`config.mk`:
```
export PLATFORM = sky130hd
export DESIGN_NAME = traffic_phase_sched_flat
export DESIGN_NICKNAME = d
export VERILOG_FILES = /design/src/rtl/traffic_pkg.sv /design/src/rtl/traffic_phase_sched_if.sv /design/src/rtl/traffic_phase_sched_phase_timer.sv /design/src/rtl/traffic_phase_sched.sv /design/src/flat_wrapper.sv
export SDC_FILE = /design/constraint.sdc
export NUM_CORES = 1
export LEC_CHECK = 0
export BUFFER_PORTS_ARGS = -buffer_cell sky130_fd_sc_hd__buf_2
export CORE_ASPECT_RATIO = 2
export CORE_UTILIZATION = 35
export CTS_CLUSTER_DIAMETER = 40
export DETAILED_ROUTE_END_ITERATION = 8
export PLACE_DENSITY_LB_ADDON = 0.3
export SLEW_MARGIN = 20
export SYNTH_ARGS = -nofsm -noshare
export SYNTH_HDL_FRONTEND = slang
export SYNTH_SLANG_ARGS = --single-unit
export TNS_END_PERCENT = 20
```
`constraint.sdc`:
```
create_clock -name clk -period 2.1 [get_ports clk]
set_clock_uncertainty 0.15 [all_clocks]
set_input_delay 0.315 -clock clk [delete_from_list [all_inputs] [get_ports clk]]
set_output_delay 0.315 -clock clk [all_outputs]
set_load 0.05 [all_outputs]
```
`src/rtl/traffic_pkg.sv`:
```
// Shared types and constants for the two-road phase scheduler.
// The TRAFFIC_FLASH_EN build uses the FLASH encoding and LAMP_OFF.
package traffic_pkg;

   localparam int unsigned CNT_W = 6;

   localparam logic [2:0] LAMP_G   = 3'b100;
   localparam logic [2:0] LAMP_R   = 3'b010;
   localparam logic [2:0] LAMP_Y   = 3'b001;
   localparam logic [2:0] LAMP_OFF = 3'b000;

   typedef enum logic [2:0] {
      PhG1    = 3'd0,
      PhY1    = 3'd1,
      PhAr1   = 3'd2,
      PhG2    = 3'd3,
      PhY2    = 3'd4,
      PhAr2   = 3'd5,
      PhFlash = 3'd6
   } phase_e;

   // Returns {light1, light2}. FLASH lamps depend on the blink register, so the caller owns that case.
   function automatic logic [5:0] phase_lamps(input phase_e ph);
      unique case (ph)
         PhG1:    phase_lamps = {LAMP_G, LAMP_R};
         PhY1:    phase_lamps = {LAMP_Y, LAMP_R};
         PhG2:    phase_lamps = {LAMP_R, LAMP_G};
         PhY2:    phase_lamps = {LAMP_R, LAMP_Y};
         default: phase_lamps = {LAMP_R, LAMP_R};
      endcase
   endfunction

endpackage

```
`src/rtl/traffic_phase_sched_if.sv`:
```
// Bus bundle between the scheduler and its environment.
// The flash input exists only when TRAFFIC_FLASH_EN is defined.
interface traffic_phase_sched_if;
   import traffic_pkg::*;

   logic             tick;
   logic             req1;
   logic             req2;
   logic [2:0]       light1;
   logic [2:0]       light2;
   logic [CNT_W-1:0] count;
   logic [2:0]       phase;
`ifdef TRAFFIC_FLASH_EN
   logic             flash;

   modport master (output tick, req1, req2, flash, input light1, light2, count, phase);
   modport slave  (input tick, req1, req2, flash, output light1, light2, count, phase);
`else
   modport master (output tick, req1, req2, input light1, light2, count, phase);
   modport slave  (input tick, req1, req2, output light1, light2, count, phase);
`endif

endinterface

```
`src/rtl/traffic_phase_sched_phase_timer.sv`:
```
// Loadable tick-enabled down-counter that stops at zero; expire marks the tick that ends a count of 1.
module phase_timer
   import traffic_pkg::*;
#(
   parameter int unsigned RST_VAL = 20
) (
   input  logic             clk_i,
   input  logic             rst_i,
   input  logic             tick_i,
   input  logic             load_i,
   input  logic [CNT_W-1:0] load_val_i,
   output logic [CNT_W-1:0] count_o,
   output logic             expire_o
);

   logic [CNT_W-1:0] count_q, count_d;

   always_comb begin
      count_d = count_q;
      if (load_i) begin
         count_d = load_val_i;
      end else if (tick_i && (count_q != '0)) begin
         count_d = count_q - CNT_W'(1);
      end
   end

   always_ff @(posedge clk_i) begin
      if (rst_i) begin
         count_q <= CNT_W'(RST_VAL);
      end else begin
         count_q <= count_d;
      end
   end

   assign count_o  = count_q;
   assign expire_o = tick_i && (count_q == CNT_W'(1));

endmodule

```
`src/rtl/traffic_phase_sched.sv`:
```
// Demand-responsive phase scheduler for a two-road intersection with rest-in-green.
// Defining TRAFFIC_FLASH_EN adds the flashing-yellow override driven by bus.flash.
module traffic_phase_sched
   import traffic_pkg::*;
#(
   parameter int unsigned GREEN_T  = 20,
   parameter int unsigned YELLOW_T = 3,
   parameter int unsigned ALLRED_T = 1
) (
   input  logic                  clk,
   input  logic                  rst_n,
   traffic_phase_sched_if.slave  bus
);

   phase_e           state_q, state_d;
   logic             pend1_q, pend1_d, pend2_q, pend2_d;
   logic [2:0]       light1_q, light1_d, light2_q, light2_d;
   logic             load;
   logic [CNT_W-1:0] load_val, count;
   logic             expire, green_done;
`ifdef TRAFFIC_FLASH_EN
   logic             blink_q, blink_d;
`endif

   phase_timer #(
      .RST_VAL (GREEN_T)
   ) u_timer (
      .clk_i      (clk),
      .rst_i      (rst_n),
      .tick_i     (bus.tick),
      .load_i     (load),
      .load_val_i (load_val),
      .count_o    (count),
      .expire_o   (expire)
   );

   // A green may end on the expiring tick or on any later tick while resting at 0.
   assign green_done = expire || (bus.tick && (count == '0));

   always_comb begin
      state_d  = state_q;
      load     = 1'b0;
      load_val = '0;
      case (state_q)
         PhG1:  if (green_done && pend2_q) begin state_d = PhY1;  load = 1'b1; load_val = CNT_W'(YELLOW_T); end
         PhY1:  if (expire)                begin state_d = PhAr1; load = 1'b1; load_val = CNT_W'(ALLRED_T); end
         PhAr1: if (expire)                begin state_d = PhG2;  load = 1'b1; load_val = CNT_W'(GREEN_T);  end
         PhG2:  if (green_done && pend1_q) begin state_d = PhY2;  load = 1'b1; load_val = CNT_W'(YELLOW_T); end
         PhY2:  if (expire)                begin state_d = PhAr2; load = 1'b1; load_val = CNT_W'(ALLRED_T); end
         PhAr2: if (expire)                begin state_d = PhG1;  load = 1'b1; load_val = CNT_W'(GREEN_T);  end
         default: ;
      endcase

      pend1_d = (pend1_q || (bus.req1 && (state_q != PhG1))) && !((state_d == PhG1) && (state_q != PhG1));
      pend2_d = (pend2_q || (bus.req2 && (state_q != PhG2))) && !((state_d == PhG2) && (state_q != PhG2));

`ifdef TRAFFIC_FLASH_EN
      blink_d = blink_q;
      if (bus.flash) begin
         state_d  = PhFlash;
         load     = 1'b1;
         load_val = '0;
         pend1_d  = 1'b0;
         pend2_d  = 1'b0;
         blink_d  = (state_q != PhFlash) ? 1'b1 : (bus.tick ? !blink_q : blink_q);
      end else if (state_q == PhFlash) begin
         state_d  = PhAr2;
         load     = 1'b1;
         load_val = CNT_W'(ALLRED_T);
      end
`endif

      {light1_d, light2_d} = phase_lamps(state_d);
`ifdef TRAFFIC_FLASH_EN
      if (state_d == PhFlash) begin
         light1_d = blink_d ? LAMP_Y : LAMP_OFF;
         light2_d = blink_d ? LAMP_Y : LAMP_OFF;
      end
`endif
   end

   always_ff @(posedge clk) begin
      if (rst_n) begin
         state_q  <= PhG1;
         pend1_q  <= 1'b0;
         pend2_q  <= 1'b0;
         light1_q <= LAMP_G;
         light2_q <= LAMP_R;
`ifdef TRAFFIC_FLASH_EN
         blink_q  <= 1'b0;
`endif
      end else begin
         state_q  <= state_d;
         pend1_q  <= pend1_d;
         pend2_q  <= pend2_d;
         light1_q <= light1_d;
         light2_q <= light2_d;
`ifdef TRAFFIC_FLASH_EN
         blink_q  <= blink_d;
`endif
      end
   end

   assign bus.light1 = light1_q;
   assign bus.light2 = light2_q;
   assign bus.count  = count;
   assign bus.phase  = state_q;

endmodule

```
`src/flat_wrapper.sv`:
```
// flat-port wrapper written by rule: the top's interface ports become plain ports
module traffic_phase_sched_flat import traffic_pkg::*;
#(
   parameter int unsigned GREEN_T  = 20,
   parameter int unsigned YELLOW_T = 3,
   parameter int unsigned ALLRED_T = 1
)
  (clk, rst_n, bus_tick, bus_req1, bus_req2, bus_light1, bus_light2, bus_count, bus_phase);
  traffic_phase_sched_if bus_i ();
  input  logic clk;
  input  logic rst_n;
  input wire logic [$bits(bus_i.tick)-1:0] bus_tick;
  input wire logic [$bits(bus_i.req1)-1:0] bus_req1;
  input wire logic [$bits(bus_i.req2)-1:0] bus_req2;
  output wire logic [$bits(bus_i.light1)-1:0] bus_light1;
  output wire logic [$bits(bus_i.light2)-1:0] bus_light2;
  output wire logic [$bits(bus_i.count)-1:0] bus_count;
  output wire logic [$bits(bus_i.phase)-1:0] bus_phase;
  assign bus_i.tick = bus_tick;
  assign bus_i.req1 = bus_req1;
  assign bus_i.req2 = bus_req2;
  assign bus_light1 = bus_i.light1;
  assign bus_light2 = bus_i.light2;
  assign bus_count = bus_i.count;
  assign bus_phase = bus_i.phase;
  traffic_phase_sched #(.GREEN_T(GREEN_T), .YELLOW_T(YELLOW_T), .ALLRED_T(ALLRED_T)) u_core (.clk(clk), .rst_n(rst_n), .bus(bus_i));
endmodule
```
Word-level counts from Yosys, hierarchy flattened. Index checks and enable logic that the tools add are counted.

Input bits: 5. Logic and storage cells: 61. Output and inout port bits: 15. Register bits after elaboration: 17.

Multiplexer cells: 19. Reductions and logical operators: 25. Equal/unequal tests: 10. $add $sub $neg: 1.

Operators by type and width (count): one-hot mux 6 bit (4 select lines) (2); two-way mux 3 bit (6); one-hot mux 3 bit (6 select lines) (1); two-way mux 6 bit (2); logical AND 1 bit (11); equality test 3 x 2 -> 1 bit (second input constant) (3); equality test 3 bit (second input constant) (3); equality test 3 x 1 -> 1 bit (second input constant) (2); equality test 6 x 1 -> 1 bit (second input constant) (1); zero test 3 bit (2); zero test 6 bit (1); nonzero test 6 bit (1); subtractor 6 x 1 -> 6 bit (second input constant) (1); two-way mux 5 bit (1); two-way mux 1 bit (4); two-way mux 2 bit (2); OR reduction 2 bit (2); OR reduction 4 bit (1); logical OR 1 bit (3); != test 3 x 2 -> 1 bit (second input constant) (1); one-hot mux 1 bit (3 select lines) (1); nonzero test 3 bit (1); zero test 1 bit (2); nonzero test 2 bit (1).

Depth between registers and ports, before layout. Gate-level depths: netlist of the first run.

Depth in word-level cells: 10. Depth in mapped cells: 7. Depth with buffers taken out: 6.

Hierarchy. Synthesis of the first run repeated with hierarchy kept, for this count alone.

Cell total of the unflattened synthesis: 116. Area, all modules: 1104.8 µm².

Modules (own cells, without submodules): traffic_phase_sched (times used 1, seq. area each 220.2 µm², cells an instance 70, area each 698.2 µm²); phase_timer (times used 1, seq. area each 120.1 µm², cells an instance 46, area each 406.6 µm²).

Worst setup path after synthesis of the first run. Ideal clock, no wire load.

Path kind: reg-to-reg. Start point: register u_core.u_timer.count_q[0] (netlist: u_core.u_timer.count_o[0]). End point: register u_core.u_timer.count_q[4] (netlist: u_core.u_timer.count_o[4]). Library setup time: 120 ps. Clock period less this slack: 2242 ps. Required time: 1830 ps. Path buffers: 0. Cell stages (with the launch flop): 7. Path slack: -142 ps. Arrival: 1972 ps. Cells stage by stage: dfxtp_1 inv_1 ha_1 a21boi_1 nand3_1 xnor2_1 a211o_1.

Cells in the longest elaborated chain, start to end: 7. Elaborated cells between the ends (all ways): 19. Those cells by class: add/sub: 1; eq/ne: 1; mux: 8; reduce/logical: 9.

Ends and longest elaborated chain: start: declaration (line traffic_phase_sched_phase_timer.sv:16) `logic [CNT_W-1:0] count_q, count_d;`; start signal: assignment (line traffic_phase_sched_phase_timer.sv:29) `count_q <= CNT_W'(RST_VAL);`; start signal: assignment (line traffic_phase_sched_phase_timer.sv:31) `count_q <= count_d;`; equality test 6 x 1 -> 1 bit / zero test 6 bit (equally long branches) (line traffic_phase_sched_phase_timer.sv:36, traffic_phase_sched.sv:38); logical AND 1 bit, on equally long branches (line traffic_phase_sched_phase_timer.sv:36, traffic_phase_sched.sv:38); logical OR 1 bit (line traffic_phase_sched.sv:38) `assign green_done = expire || (bus.tick && (count == '0));`; logical AND 1 bit, on equally long branches (line traffic_phase_sched.sv:48, traffic_phase_sched.sv:45); two-way mux 1 bit, on equally long branches (line traffic_phase_sched.sv:48, traffic_phase_sched.sv:45); one-hot mux 1 bit (3 select lines) (line traffic_phase_sched.sv:44) `case (state_q)`; two-way mux 6 bit / nonzero test 2 bit (equally long branches).

Parallel ways exist; a longest one is shown, timed or not. The select of a mux whose other input is x is not followed. A chain may end at the register's enable or synchronous reset.

Worst setup path after layout of the first run.
Start point: register u_core.state_q[2] (netlist: u_core.bus.phase[2]). End point: register u_core.u_timer.count_q[2] (netlist: u_core.u_timer.count_o[2]).

Cells in the longest elaborated chain, start to end: 4. Elaborated cells between the ends (all ways): 13. Those cells by class: eq/ne: 5; mux: 3; reduce/logical: 5.

Ends and longest elaborated chain: start: declaration (line traffic_phase_sched.sv:15) `phase_e state_q, state_d;`; start signal: assignment (line traffic_phase_sched.sv:84) `state_q <= PhG1;`; start signal: assignment (line traffic_phase_sched.sv:93) `state_q <= state_d;`; equality test 3 x 1 -> 1 bit (tied with other cells) (line traffic_phase_sched.sv:44); OR reduction 4 bit (no line) / OR reduction 2 bit (equally long branches); one-hot mux 1 bit (3 select lines) / one-hot mux 6 bit (4 select lines) (equally long branches) (line traffic_phase_sched.sv:44); two-way mux 6 bit / nonzero test 2 bit (equally long branches).

Parallel ways exist; a longest one is shown, timed or not.

==> results.rst, run 1 <==
.. list-table::
   :header-rows: 1

   * - Metric
     - Value
   * - Routed length per instance
     - 14.70 um
   * - H-Tree Level Count
     - 1
   * - Part of the power in registers
     - 48.7%
   * - Antenna Violating Nets Remaining
     - 0
   * - Final worst hold slack
     - 0.2129 ns
   * - Number of port buffers
     - 19
   * - Antenna violations before repair
     - 0
   * - Synthesized-area fraction occupied by ao, oa, aoi and oai cells
     - 21.22%
   * - Final core utilization
     - 44.23%
   * - Count of pins on the block boundary
     - 20
   * - DRC Markers
     - 0
   * - Simple-gate area share of the yosys netlist
     - 26.76%
   * - Number of CTS-inserted buffers
     - 3
   * - Count of unique library cells instantiated by Yosys
     - 45
   * - Via count of the first global-routing pass
     - 863
   * - Internal power contribution
     - 0.0005075 W
   * - Power per cell area
     - 642.7 mW/mm^2
   * - Core Rows
     - 26
   * - Crit path DAT
     - 1.99 ns
   * - Global Route Usage Sum
     - 18.30%
   * - Initial core utilization
     - 36.49%
   * - Required time at the endpoint of the critical path
     - 2.10 ns
   * - Clock tree from TritonCTS
     - built
   * - Instance count of the mapped netlist
     - 103
   * - Clock tree root buffer cell
     - clkbuf_8
   * - Sort of element at the start of the critical path
     - register
   * - Total number of clock tree sinks
     - 17
   * - Xor/xnor cell area share of the yosys netlist
     - 6.622%
   * - HP Start
     - bus_req1
   * - Async set-reset flop share out of synthesis
     - 0%
   * - Area of the mapped netlist
     - 925.9 sq um
   * - Total negative slack
     - 0 ns
   * - Warning count from the yosys run
     - 0
   * - Antenna fix cells
     - 0
   * - Number of endpoints with negative hold slack in the final report
     - 0
   * - Number of nets in the final layout
     - 134
   * - Setup repair after global routing missed its margin
     - false
   * - Clock group share of total power
     - 35.0%
   * - Net switching component of the power
     - 0.0002138 W
   * - Y dimension of the die
     - 74.74 um
   * - Max IR drop VDD
     - 0.0004477 V
   * - Status
     - complete, no violations
   * - Path class of the lowest-slack min-delay path
     - primary input to register
   * - Maximum clock path buffer count
     - 2
   * - Share of power burned in combinational logic
     - 16.4%
   * - Final routed wirelength across all metal layers
     - 2249 um
   * - Combinational family with the most area after synthesis
     - simple AND/OR/NAND/NOR gates
   * - Placed cell areas
     - 0.001070 sq mm
   * - Synthesized-area fraction occupied by adder cells
     - 4.054%
   * - Fin crit share
     - 95.02%
   * - Share of cells above drive strength 1
     - 29.60%
   * - Crit Path Class
     - register to register
   * - Routed via count divided by cell count
     - 5.588
   * - First-pass GRT wire length
     - 3808 um
   * - Final-report setup violation count
     - 0
   * - Hpwl dp
     - 1685 um
   * - Number of buffers inserted by hold repair at cts
     - 0
   * - Multiplexer share of the synthesized area
     - 0%
   * - Worst-path clk slew
     - 0.07 ns
   * - First-pass iteration count of the detailed router
     - 4
   * - Fraction of power spent switching nets
     - 29.64%
   * - Maximum number of pins on one net before global-route repair
     - 17
   * - Leakage dissipation
     - 0.4732 nW
   * - Core Area
     - 0.002537 sq mm
   * - Number of enable-type register cells in the synthesized netlist
     - 0
   * - Synthesized Nets
     - 111
   * - Number of max-cap violations
     - 0
   * - Violation count after the first detailed-routing iteration
     - 19
   * - Flip-flop and latch count after synthesis
     - 17
   * - Post-layout instance area
     - 0.001122 sq mm
   * - Slew headroom
     - 72.61%
   * - Min Clock Period, post-route
     - 1.995 ns
   * - Worst setup slack for register-to-register paths
     - 0.10 ns
   * - Skew-Pair Late Insertion Delay
     - 0.26 ns
   * - Filler cell count
     - 252
   * - Reg2reg start
     - u_core.bus.phase[2]
   * - Die area
     - 0.002868 sq mm
   * - Width of the chip
     - 38.37 um
   * - Average instance area after synthesis
     - 8.989 sq um
   * - Global-route congestion overflow total
     - 0
   * - Synthesis-to-finish area growth
     - 21.22%
   * - Number of pins with negative max-slew slack in the final report
     - 0
   * - Critical path origin
     - u_core.bus.phase[2]
   * - CP endpoint kind
     - register
   * - Fraction of the yosys area taken by sequential cells
     - 36.76%
   * - Slew at the pin with the worst max-slew slack
     - 0.4100 ns
   * - Vias post-DR
     - 855
   * - Most instantiated flip-flop cell in the synthesis netlist
     - dfxtp_1
   * - Maximum fanout along the worst path
     - 15
   * - Final weighted congestion of routability-driven global placement
     - 0.8314
   * - Highest clock frequency the design can meet
     - 0.5011 GHz
## cell families after synthesis
| logic type | count (synthesis) |
|---|---|
| AOI/OAI and AO/OA | 26 |
| xor gates and xnor gates | 7 |
| adders and majority gates | 3 |
| buffers and inverters | 10 |
| DFF | 17 |
| and+or+nand+nor | 40 |
## cell usage after synthesis (2+ instances only)
| master | n | share of area [%] |
|---|---|---|
| nor3_1 | 3 | 1.6 |
| o21ai_0 | 4 | 2.2 |
| buf_2 | 4 | 2.2 |
| nand2_1 | 5 | 2.0 |
| a21o_1 | 2 | 1.6 |
| inv_1 | 4 | 1.6 |
| clkbuf_1 | 2 | 0.81 |
| a21oi_1 | 3 | 1.6 |
| o21a_1 | 2 | 1.6 |
| dfxtp_1 | 17 | 37 |
| and3b_1 | 2 | 1.9 |
| nor2_1 | 10 | 4.1 |
| xnor2_1 | 6 | 5.7 |
| ha_1 | 3 | 4.1 |
| nor2b_1 | 2 | 1.4 |
| and2b_1 | 2 | 1.6 |
| nand3_1 | 3 | 1.6 |
| a311oi_1 | 2 | 1.9 |
## power by group through the flow
stage               Clock [W]  Sequential, W  Combinational [W]
floorplan                   0       0.000388          0.0000555
global placement            0       0.000358           0.000114
detailed placement          0       0.000358           0.000117
CTS                  0.000258       0.000351           0.000118
global route         0.000272       0.000353           0.000127
finish               0.000252       0.000351           0.000118
## layout by cell type (no fill, tap or decap), types with 4 or more instances in the layout
master / synthesis / routed
buf_2: 4 / 19
nor2_1: 10 / 10
inv_1: 4 / 4
xnor2_1: 6 / 6
nand2_1: 5 / 5
buf_4: 0 / 5
dfxtp_1: 17 / 13
dfxtp_2: 0 / 4
o21ai_0: 4 / 4
## worst max-delay path: stages, from the launching register on
cell and delay [ns]:
dfxtp_2 0.40, or4b_1 0.54, nand2_1 0.14, a32o_2 0.17, nand3_2 0.13, o32a_1 0.36
## cell type report
type / instances / area [sq um] / share of cell area (%)
multi-input cells: 76 / 548.0 / 48.83
flip-flops and latches: 17 / 345.3 / 30.77
repair buffers: 24 / 132.6 / 11.82
clock buffers: 3 / 41.29 / 3.679
well taps: 28 / 35.03 / 3.122
inverters: 4 / 15.01 / 1.338
clock inverters: 1 / 5.005 / 0.4459
## registers in the layout (all words and copies together), names as in the netlist
register / count
u_core.pend1_q: 1
u_core.u_timer.count_o: 6
u_core.bus.light2: 3
u_core.bus.light1: 3
u_core.bus.phase: 3
u_core.pend2_q: 1
## stage by stage
stage	setup slack (ns)	total power, W	std cells
after floorplan	0.01767	0.0004439	103
after global placement	0.04752	0.0004720	149
after detailed placement	0.03452	0.0004748	149
after CTS	0.008641	0.0007267	153
after global routing	0.01351	0.0007522	153
final	0.1046	0.0007213	153
## layer usage
layer,part of all wire [%],up-vias,track usage (%),wire length [um]
met1,40,403,20.85,896
met3,2.8,8,2.360,64
met4,3.2,0,8.429,72
met2,54,26,32.39,1215
met5,0,-,0,0
li1,-,418,-,-
## final timing paths
check | to | cells after the start
setup / recovery | u_core.u_timer.count_o[2] | 5
hold / removal | u_core.pend1_q | 3
hold reg to reg | u_core.pend2_q | 2
setup reg to reg | u_core.u_timer.count_o[2] | 5
## what timing repair did
item                                    CTS  global route
buffers inserted                          0             0
endpoints found under the setup margin    0             2
gates resized for setup                   0             2
Note: power is estimated with default switching activity, not from simulation.
==> run 2, diff against run 1 <==
- CORE_MARGIN: default -> 8
- CTS_BUF_LIST: default -> sky130_fd_sc_hd__clkbuf_16
==> results.rst, run 2 (synthesis results as in run 1) <==
.. list-table::
   :header-rows: 1

   * - Metric
     - Value
   * - Status
     - complete, no violations (unchanged)
   * - Routed via count divided by cell count
     - 5.569 (was 5.588)
   * - Skew-Pair Late Insertion Delay
     - 0.25 ns (was 0.26 ns)
   * - Number of cells on the worst reg-to-reg path
     - 5 (unchanged)
   * - CP endpoint kind
     - register (unchanged)
   * - Number of port buffers
     - 19 (unchanged)
   * - Number of max-cap violations
     - 0 (unchanged)
   * - Core Rows
     - 26 (unchanged)
   * - Total number of clock tree sinks
     - 17 (unchanged)
   * - Clock tree from TritonCTS
     - built (unchanged)
   * - Setup repair after global routing missed its margin
     - false (unchanged)
   * - Y dimension of the die
     - 88.74 um (was 74.74 um)
   * - Path class of the lowest-slack min-delay path
     - primary input to register (unchanged)
   * - Total power after layout
     - 0.0008449 W (was 0.0007213 W)
   * - Quantity of gates resized following cts
     - 0 (unchanged)
   * - Vias post-DR
     - 852 (was 855)
   * - Leading cell type in the layout, fill and taps excluded
     - buf_2 (unchanged)
   * - Hpwl dp
     - 1894 um (was 1685 um)
   * - Global Route Usage Sum
     - 10.75% (was 18.30%)
   * - Final routed wirelength across all metal layers
     - 2386 um (was 2249 um)
   * - Leakage dissipation
     - 0.4880 nW (was 0.4732 nW)
   * - DRC Markers
     - 0 (unchanged)
   * - Worst setup slack for register-to-register paths
     - 0.12 ns (was 0.10 ns)
   * - Antenna violations before repair
     - 0 (unchanged)
   * - Cell depth of the worst hold path
     - 3 (unchanged)
   * - Required time at the endpoint of the critical path
     - 2.08 ns (was 2.10 ns)
   * - Worst-path clk slew
     - 0.05 ns (was 0.07 ns)
   * - First-pass iteration count of the detailed router
     - 5 (was 4)
   * - Maximum fanout along the worst path
     - 11 (was 15)
   * - Final core utilization
     - 45.32% (was 44.23%)
   * - Share of cells above drive strength 1
     - 28.00% (was 29.60%)
   * - Via count of the first global-routing pass
     - 878 (was 863)
   * - Power per cell area
     - 734.8 mW/mm^2 (was 642.7 mW/mm^2)
   * - Min-Delay Endpoint
     - u_core.pend1_q (unchanged)
   * - Number of buffers added for setup after CTS
     - 0 (unchanged)
   * - Crit path DAT
     - 1.97 ns (was 1.99 ns)
   * - Max IR drop VDD
     - 0.0003790 V (was 0.0004477 V)
   * - Reg2reg start
     - u_core.bus.phase[1] (was u_core.bus.phase[2])
   * - Most frequent cells in the layout
     - 19 x buf_2, 14 x dfxtp_1, 10 x nor2_1 (was 19 x buf_2, 13 x dfxtp_1, 10 x nor2_1)
   * - Die area
     - 0.004647 sq mm (was 0.002868 sq mm)
   * - Initial core utilization
     - 36.49% (unchanged)
   * - Violation count after the first detailed-routing iteration
     - 19 (unchanged)
   * - Count of pins on the block boundary
     - 20 (unchanged)
   * - Worst setup slack after layout
     - 0.1170 ns (was 0.1046 ns)
   * - Final weighted congestion of routability-driven global placement
     - 0.8318 (was 0.8314)
   * - Synthesis-to-finish area growth
     - 24.19% (was 21.22%)
   * - Final-report setup violation count
     - 0 (unchanged)
   * - Width of the chip
     - 52.37 um (was 38.37 um)
   * - H-Tree Level Count
     - 1 (unchanged)
   * - Antenna fix cells
     - 0 (unchanged)
   * - Min Clock Period, post-route
     - 1.983 ns (was 1.995 ns)
   * - Number of CTS-inserted buffers
     - 3 (unchanged)
   * - Slew headroom
     - 73.55% (was 72.61%)
   * - Crit Path Class
     - register to register (unchanged)
   * - Fin crit share
     - 94.43% (was 95.02%)
   * - Clock tree root buffer cell
     - clkbuf_16 (was clkbuf_8)
   * - Terminus of the critical flop-to-flop path
     - u_core.u_timer.count_o[2] (unchanged)
   * - Core Area
     - 0.002537 sq mm (unchanged)
   * - Maximum number of pins on one net before global-route repair
     - 17 (unchanged)
   * - Maximum clock path buffer count
     - 2 (unchanged)
   * - Number of endpoints with negative hold slack in the final report
     - 0 (unchanged)
   * - Total negative slack
     - 0 ns (unchanged)
   * - Highest clock frequency the design can meet
     - 0.5043 GHz (was 0.5011 GHz)
   * - Number of nets in the final layout
     - 134 (unchanged)
   * - Number of pins with negative max-slew slack in the final report
     - 0 (unchanged)
   * - Slew at the pin with the worst max-slew slack
     - 0.3959 ns (was 0.4100 ns)
   * - Dpl ws
     - 0.1331 ns (was 0.03452 ns)
   * - Global-route congestion overflow total
     - 0 (unchanged)
   * - Number of flip-flops in the largest register
     - 6 (unchanged)
   * - First-pass GRT wire length
     - 3808 um (unchanged)
   * - Antenna Violating Nets Remaining
     - 0 (unchanged)
   * - HP Start
     - bus_req1 (unchanged)
   * - Sort of element at the start of the critical path
     - register (unchanged)
   * - Routed length per instance
     - 15.59 um (was 14.70 um)
   * - Number of buffers inserted by hold repair at cts
     - 0 (unchanged)
run 2: cell types whose count changed in the layout (fill, tap and decap cells not counted):
cell / delta
clkbuf_16: +3
clkbuf_8: -3
dfxtp_1: +1
nand3_1: +1
nand3_2: -1
dfxtp_2: -1
run 2: cell type report:
cell class,count,area (sq um)
clock inverter,1,5.005
sequential,17,344.1
timing repair buffer,24,132.6
clock buffer,3,75.07
multi-input combinational,76,543.0
tap,28,35.03
fill,258,1388
inverter,4,15.01
run 2: metrics by stage:
step	cells	hold WS, ns	cell area (sq um)
floorplan	103	0.3193	929.6
global placement	149	0.4150	1070
detailed placement	149	0.4136	1070
CTS	153	0.2322	1150
global route	153	0.2826	1150
finish	153	0.2342	1150
run 2: critical path: stages (launching register included):
cell and delay, ns:
dfxtp_1 0.39, or4b_1 0.55, nand2_1 0.11, a32o_2 0.14, nand3_1 0.16, o32a_1 0.37
run 2: per-layer routing:
layer | vias to the layer above | wire length, um | global-route usage (%)
met5 | - | 0 | 0
met4 | 0 | 55 | 5.687
li1 | 419 | - | -
met2 | 31 | 1318 | 20.41
met3 | 8 | 147 | 2.694
met1 | 394 | 865 | 9.662
run 2: worst max-delay path by stage:
stage                               from                   endpoint  slack [ns]
2_1_floorplan  u_core.u_timer.count_o[2]  u_core.u_timer.count_o[4]        0.02
3_3_place_gp         u_core.bus.phase[1]  u_core.u_timer.count_o[2]        0.15
3_5_place_dp         u_core.bus.phase[1]  u_core.u_timer.count_o[2]        0.13
4_1_cts              u_core.bus.phase[1]  u_core.u_timer.count_o[2]        0.13
5_1_grt              u_core.bus.phase[1]  u_core.u_timer.count_o[2]        0.01
6_report             u_core.bus.phase[1]  u_core.u_timer.count_o[2]        0.12
run 2: where the power goes:
part	switching [W]	total [W]	internal, W
clock network	0.000123	0.000378	0.000255
logic	0.0000749	0.000116	0.0000409
registers	0.0000164	0.000351	0.000335
total	0.000214	0.000845	0.000631
